[src/rtl/pattern_player.sv]
// Plays a latched pattern of note codes: each slot sounds for a hold period and is
// followed by an optional silent gap, once or looping, with abort and completion pulse.
module pattern_player #(
    parameter int  NOTE_W   = 4,
    parameter int  MAX_LEN  = 8,
    parameter int  PERIOD_W = 32,
    localparam int LEN_W    = $clog2(MAX_LEN + 1)
) (
    input  logic                      clk,
    input  logic                      reset,
    input  logic [NOTE_W*MAX_LEN-1:0] level_data,
    input  logic [LEN_W-1:0]          level_length,
    input  logic                      load_level,
    input  logic                      start,
    input  logic                      abort,
    input  logic                      loop,
    input  logic [PERIOD_W-1:0]       hold_cycles,
    input  logic [PERIOD_W-1:0]       gap_cycles,
    output logic [NOTE_W-1:0]         note_out,
    output logic                      note_valid,
    output logic [LEN_W-1:0]          note_index,
    output logic                      busy,
    output logic                      done
);

    typedef enum logic [1:0] {
        S_IDLE = 2'd0,
        S_PLAY = 2'd1,
        S_GAP  = 2'd2
    } state_t;

    localparam logic [PERIOD_W-1:0] ONE_P = PERIOD_W'(1);
    localparam logic [LEN_W-1:0]    ONE_L = LEN_W'(1);
    localparam logic [LEN_W-1:0]    MAX_L = LEN_W'(MAX_LEN);

    state_t                      state_q, state_d;
    logic [NOTE_W*MAX_LEN-1:0]   data_q, data_d;
    logic [LEN_W-1:0]            len_q, len_d;
    logic [PERIOD_W-1:0]         hold_q, hold_d;
    logic [PERIOD_W-1:0]         gap_q, gap_d;
    logic [PERIOD_W-1:0]         cnt_q, cnt_d;
    logic [LEN_W-1:0]            idx_q, idx_d;
    logic                        done_q, done_d;

    logic [LEN_W-1:0]            start_len_s;
    logic                        last_slot_s;
    state_t                      adv_state_s;
    logic [LEN_W-1:0]            adv_idx_s;
    logic                        adv_done_s;

    function automatic logic [LEN_W-1:0] clamp_len(input logic [LEN_W-1:0] l);
        return (l > MAX_L) ? MAX_L : l;
    endfunction

    // Slot 0 lives in the most-significant note field.
    function automatic logic [NOTE_W-1:0] slot_of(input logic [NOTE_W*MAX_LEN-1:0] d,
                                                  input logic [LEN_W-1:0]          i);
        logic [NOTE_W-1:0] r;
        r = '0;
        for (int k = 0; k < MAX_LEN; k++) begin
            r = (i == LEN_W'(k)) ? d[(MAX_LEN-1-k)*NOTE_W +: NOTE_W] : r;
        end
        return r;
    endfunction

    // Where playback goes once the current slot (note plus gap) has finished.
    always_comb begin
        last_slot_s = ((idx_q + ONE_L) == len_q);
        adv_state_s = S_PLAY;
        adv_idx_s   = idx_q + ONE_L;
        adv_done_s  = 1'b0;
        if (last_slot_s) begin
            adv_idx_s = '0;
            if (loop) begin
                adv_state_s = S_PLAY;
                adv_done_s  = 1'b0;
            end else begin
                adv_state_s = S_IDLE;
                adv_done_s  = 1'b1;
            end
        end else begin
            adv_state_s = S_PLAY;
        end
    end

    // Next-state logic; abort overrides every command and suppresses done.
    always_comb begin
        state_d     = state_q;
        data_d      = data_q;
        len_d       = len_q;
        hold_d      = hold_q;
        gap_d       = gap_q;
        cnt_d       = cnt_q;
        idx_d       = idx_q;
        done_d      = 1'b0;
        start_len_s = len_q;
        if (abort) begin
            state_d = S_IDLE;
            cnt_d   = '0;
            idx_d   = '0;
        end else begin
            case (state_q)
                S_IDLE: begin
                    if (load_level) begin
                        data_d      = level_data;
                        len_d       = clamp_len(level_length);
                        start_len_s = clamp_len(level_length);
                    end else begin
                        start_len_s = len_q;
                    end
                    if (start) begin
                        hold_d = (hold_cycles == '0) ? ONE_P : hold_cycles;
                        gap_d  = gap_cycles;
                        cnt_d  = '0;
                        idx_d  = '0;
                        if (start_len_s == '0) begin
                            done_d = 1'b1;
                        end else begin
                            state_d = S_PLAY;
                        end
                    end else begin
                        state_d = S_IDLE;
                    end
                end
                S_PLAY: begin
                    if (cnt_q >= hold_q - ONE_P) begin
                        cnt_d = '0;
                        if (gap_q != '0) begin
                            state_d = S_GAP;
                        end else begin
                            state_d = adv_state_s;
                            idx_d   = adv_idx_s;
                            done_d  = adv_done_s;
                        end
                    end else begin
                        cnt_d = cnt_q + ONE_P;
                    end
                end
                S_GAP: begin
                    if (cnt_q >= gap_q - ONE_P) begin
                        cnt_d   = '0;
                        state_d = adv_state_s;
                        idx_d   = adv_idx_s;
                        done_d  = adv_done_s;
                    end else begin
                        cnt_d = cnt_q + ONE_P;
                    end
                end
                default: begin
                    state_d = S_IDLE;
                    cnt_d   = '0;
                    idx_d   = '0;
                end
            endcase
        end
    end

    // State and storage registers with synchronous reset.
    always_ff @(posedge clk) begin
        if (reset) begin
            state_q <= S_IDLE;
            data_q  <= '0;
            len_q   <= '0;
            hold_q  <= '0;
            gap_q   <= '0;
            cnt_q   <= '0;
            idx_q   <= '0;
            done_q  <= 1'b0;
        end else begin
            state_q <= state_d;
            data_q  <= data_d;
            len_q   <= len_d;
            hold_q  <= hold_d;
            gap_q   <= gap_d;
            cnt_q   <= cnt_d;
            idx_q   <= idx_d;
            done_q  <= done_d;
        end
    end

    assign note_out   = (state_q == S_PLAY) ? slot_of(data_q, idx_q) : '0;
    assign note_valid = (state_q == S_PLAY);
    assign note_index = idx_q;
    assign busy       = (state_q != S_IDLE);
    assign done       = done_q;

endmodule

[config.mk]
export PLATFORM = sky130hd
export DESIGN_NAME = pattern_player
export DESIGN_NICKNAME = d
export VERILOG_FILES = /design/src/rtl/pattern_player.sv
export SDC_FILE = /design/constraint.sdc
export NUM_CORES = 1
export LEC_CHECK = 0
export BUFFER_PORTS_ARGS = -buffer_cell sky130_fd_sc_hd__buf_2
export CELL_PAD_IN_SITES_DETAIL_PLACEMENT = 0
export CELL_PAD_IN_SITES_GLOBAL_PLACEMENT = 1
export CORE_UTILIZATION = 39
export DETAILED_ROUTE_END_ITERATION = 6
export PLACE_DENSITY_LB_ADDON = 0.1
export SLEW_MARGIN = 20
export SYNTH_ARGS = -nofsm -noshare
export SYNTH_HDL_FRONTEND = slang
export SYNTH_SLANG_ARGS = --single-unit
export TNS_END_PERCENT = 5
[constraint.sdc]
create_clock -name clk -period 3.8 [get_ports clk]
set_input_delay 1.14 -clock clk [delete_from_list [all_inputs] [get_ports clk]]
set_output_delay 1.14 -clock clk [all_outputs]
set_load 0.05 [all_outputs]
==> impl_metrics.py <==
metrics = {
    "status": {
        "status": "finished, violations left",
        "failed_checks": "setup timing",
    },
    "place": {
        "dp_hpwl_mm": 18.9,
        "io_buffers": 116,
        "gp_congestion": 0.818,
        "dp.cells": 1624,
        "pre_cts_ws_ps": -299,
    },
    "global_routing": {
        "grt_start_max_net_pins": 101,
        "antenna_found_initial": 0,
        "grt-ovfl-total": 0,
        "first_global_vias": 8412,
        "grt_usage_pct": 22.0,
        "grt_pass1_wl_mm": 41.6,
    },
    "cts": {
        "ctsHtreeMaxLevel": 4,
        "clockRootBuffer": "clkbuf_16",
        "cts_sinks": 139,
        "cts_made_buffers": 17,
        "clkLatencyLatePin_ps": 430,
        "cts.clk_slew.worst_paths_ps": 70,
        "tritoncts": "done",
        "cts_buffer_depth": 2,
    },
    "floorplanning": {
        "die_w_microns": 154,
        "dieHeight_microns": 154,
        "start_util_pct": 39.7,
        "num_rows": 55,
        "boundaryPins": 117,
        "core_area_sq_mm": 0.0226,
        "die_area_sq_mm": 0.0236,
    },
    "synthesis": {
        "async_flop_share_pct": 0,
        "synth_seq_cells": 139,
        "netlist-cell-type-count": 71,
        "syn_nets": 1367,
        "yosysWarnings": 0,
        "synth_edf_count": 0,
        "ys_seq_area_share_pct": 31.1,
        "synth-main-ff-cell": "dfxtp_1",
        "syn_avg_cell_area_sq_um": 7.56,
        "synthCells": 1185,
        "netlist_area_sq_mm": 0.00896,
    },
    "final_layout": {
        "antennaDiodeCount": 0,
        "nets": 1546,
        "area_delta_synth_final_pct": 25.8,
        "final_util_pct": 49.9,
        "final_cell_mix": "nand2_1, a21oi_1, dfxtp_1, buf_2, buf_4",
        "drive_above_1_share_pct": 22.9,
        "final_common_cell": "nand2_1",
        "layout.cells.non_filler": 1662,
    },
    "worst_setup_path": {
        "path_max_fanout": 11,
        "cp-end-kind": "register",
        "cp.required_ps": 4160,
        "worstPathArrival_ps": 4460,
        "reg2reg_from": "gap_q[14]",
        "crit_path_start_kind": "register",
        "crit_start": "gap_q[14]",
        "critical_path_class": "reg2reg",
    },
    "drt": {
        "wire_per_inst_microns": 15.3,
        "drt_iter0_drc": 396,
        "dr.pass1.iters": 6,
        "post_drt_via_cell_ratio": 5.33,
        "drt-total-wl_mm": 25.3,
        "ant_nets": 0,
        "drc": 0,
        "vias": 8861,
    },
    "sta": {
        "tightest_slew_ps": 1050,
        "hold_ws_ps": 453,
        "setup_viol": 36,
        "rsz0062_at_grt": "yes",
        "fin_crit_ps": 4100,
        "setup_tns_ps": -4480,
        "finClkSkew_ps": 10.3,
        "finalHoldViolCount": 0,
        "fmax_mhz": 244,
        "slew_viol_final": 0,
        "period_share_pct": 108,
        "fin_ws_ps": -302,
        "maxSlewHeadroom_pct": 30.0,
    },
    "worst_hold_path": {
        "worstHoldStart": "data_q[18]",
        "hold_class": "reg2reg",
    },
    "run": {
        "drv_cap": 0,
    },
    "power": {
        "leakage_nw": 4.70,
        "vdd_drop_max_mv": 0.244,
        "power_density_mw_per_mm2": 369,
    },
}
[cells by family after synthesis]
family,count (synthesis),share of synthesized area [%]
buffers and inverters,76,3.56
adders and majority gates,76,10.6
DFF,139,31.1
xor gates and xnor gates,62,6.06
and+or+nand+nor,578,30.6
AOI/OAI and AO/OA,249,17.0
muxes,5,1.13
[cells in the mapped netlist, drive strengths merged, types with 6 or more instances]
library cell / number / area, sq um
a31oi: 6 / 37.5
and2: 6 / 37.5
a21oi: 141 / 709
o221ai: 22 / 193
xor2: 25 / 219
nand3b: 8 / 60.1
or4: 14 / 116
o21ai: 26 / 130
or3: 7 / 45.1
dfxtp: 139 / 2780
nor3: 42 / 225
o211ai: 8 / 60.1
ha: 76 / 951
nand2: 308 / 1160
xnor2: 37 / 324
and3: 24 / 156
nand2b: 8 / 50.1
or2: 9 / 56.3
o21a: 7 / 52.6
nand4: 17 / 113
clkbuf: 50 / 188
nor4: 33 / 228
nand3: 24 / 133
inv: 15 / 56.3
buf: 9 / 53.8
nor2: 62 / 235
[registers in the layout (all words and copies together), names as in the netlist]
signal      count
gap_q          32
cnt_q          32
len_q           4
done            1
data_q         32
note_index      4
hold_q         32
state_q         2
[worst max-delay path: stages, from the launching register on]
cell	delay (ps)
dfxtp_2	320
or4_4	540
or4_4	430
or3_4	350
buf_4	140
xor2_1	130
ha_1	290
nand4_1	130
nor3_2	280
a221oi_2	110
o211ai_1	240
nor3_4	120
buf_6	150
buf_12	130
or4_1	510
o22ai_1	150
[area by class of cell]
cell class,count,area (sq um)
Timing Repair Buffer,221,1430
Inverter,15,56.3
Tap cell,285,357
Multi-Input combinational cell,970,6070
Sequential cell,139,2790
Fill cell,2376,11300
Clock buffer,17,425
Clock inverter,15,146
[where the power goes]
group          switching (W)  internal [W]
logic               0.000525      0.000442
clock network       0.000771      0.000873
registers          0.0000393       0.00151
[routing by layer]
layer | wire [microns] | vias to the layer above | global-route usage, %
li1 | - | 4588 | -
met1 | 11800 | 4112 | 27.8
met2 | 12200 | 132 | 38.2
met3 | 833 | 29 | 3.86
met4 | 466 | 0 | 6.67
met5 | 0 | - | 0
[path summary, 6_finish.rpt]
| kind | endpoint | slack (ps) | cells after the start |
|---|---|---|---|
| worst max-delay path | note_index[2] | -300 | 15 |
| worst min-delay path | data_q[18] | 450 | 2 |
| worst max register to register | note_index[2] | -300 | 15 |
| worst min register to register | data_q[18] | 450 | 2 |
[per-stage QoR]
stage          total power (W)  instance area [sq um]
6_report               0.00416                  11300
5_1_grt                0.00440                  11300
4_1_cts                0.00417                  11100
3_5_place_dp           0.00251                  10400
3_3_place_gp           0.00250                  10400
2_1_floorplan          0.00216                   8980
[repair_timing]
item | 4_1_cts | 5_1_grt
pin swaps | 11 | 13
resized for setup | 17 | 26
gates cloned | 0 | 0
setup buffers | 2 | 4
hold buffers | 0 | 0
endpoints found under the setup margin | 40 | 43
Power figures use the tool's default switching activity.
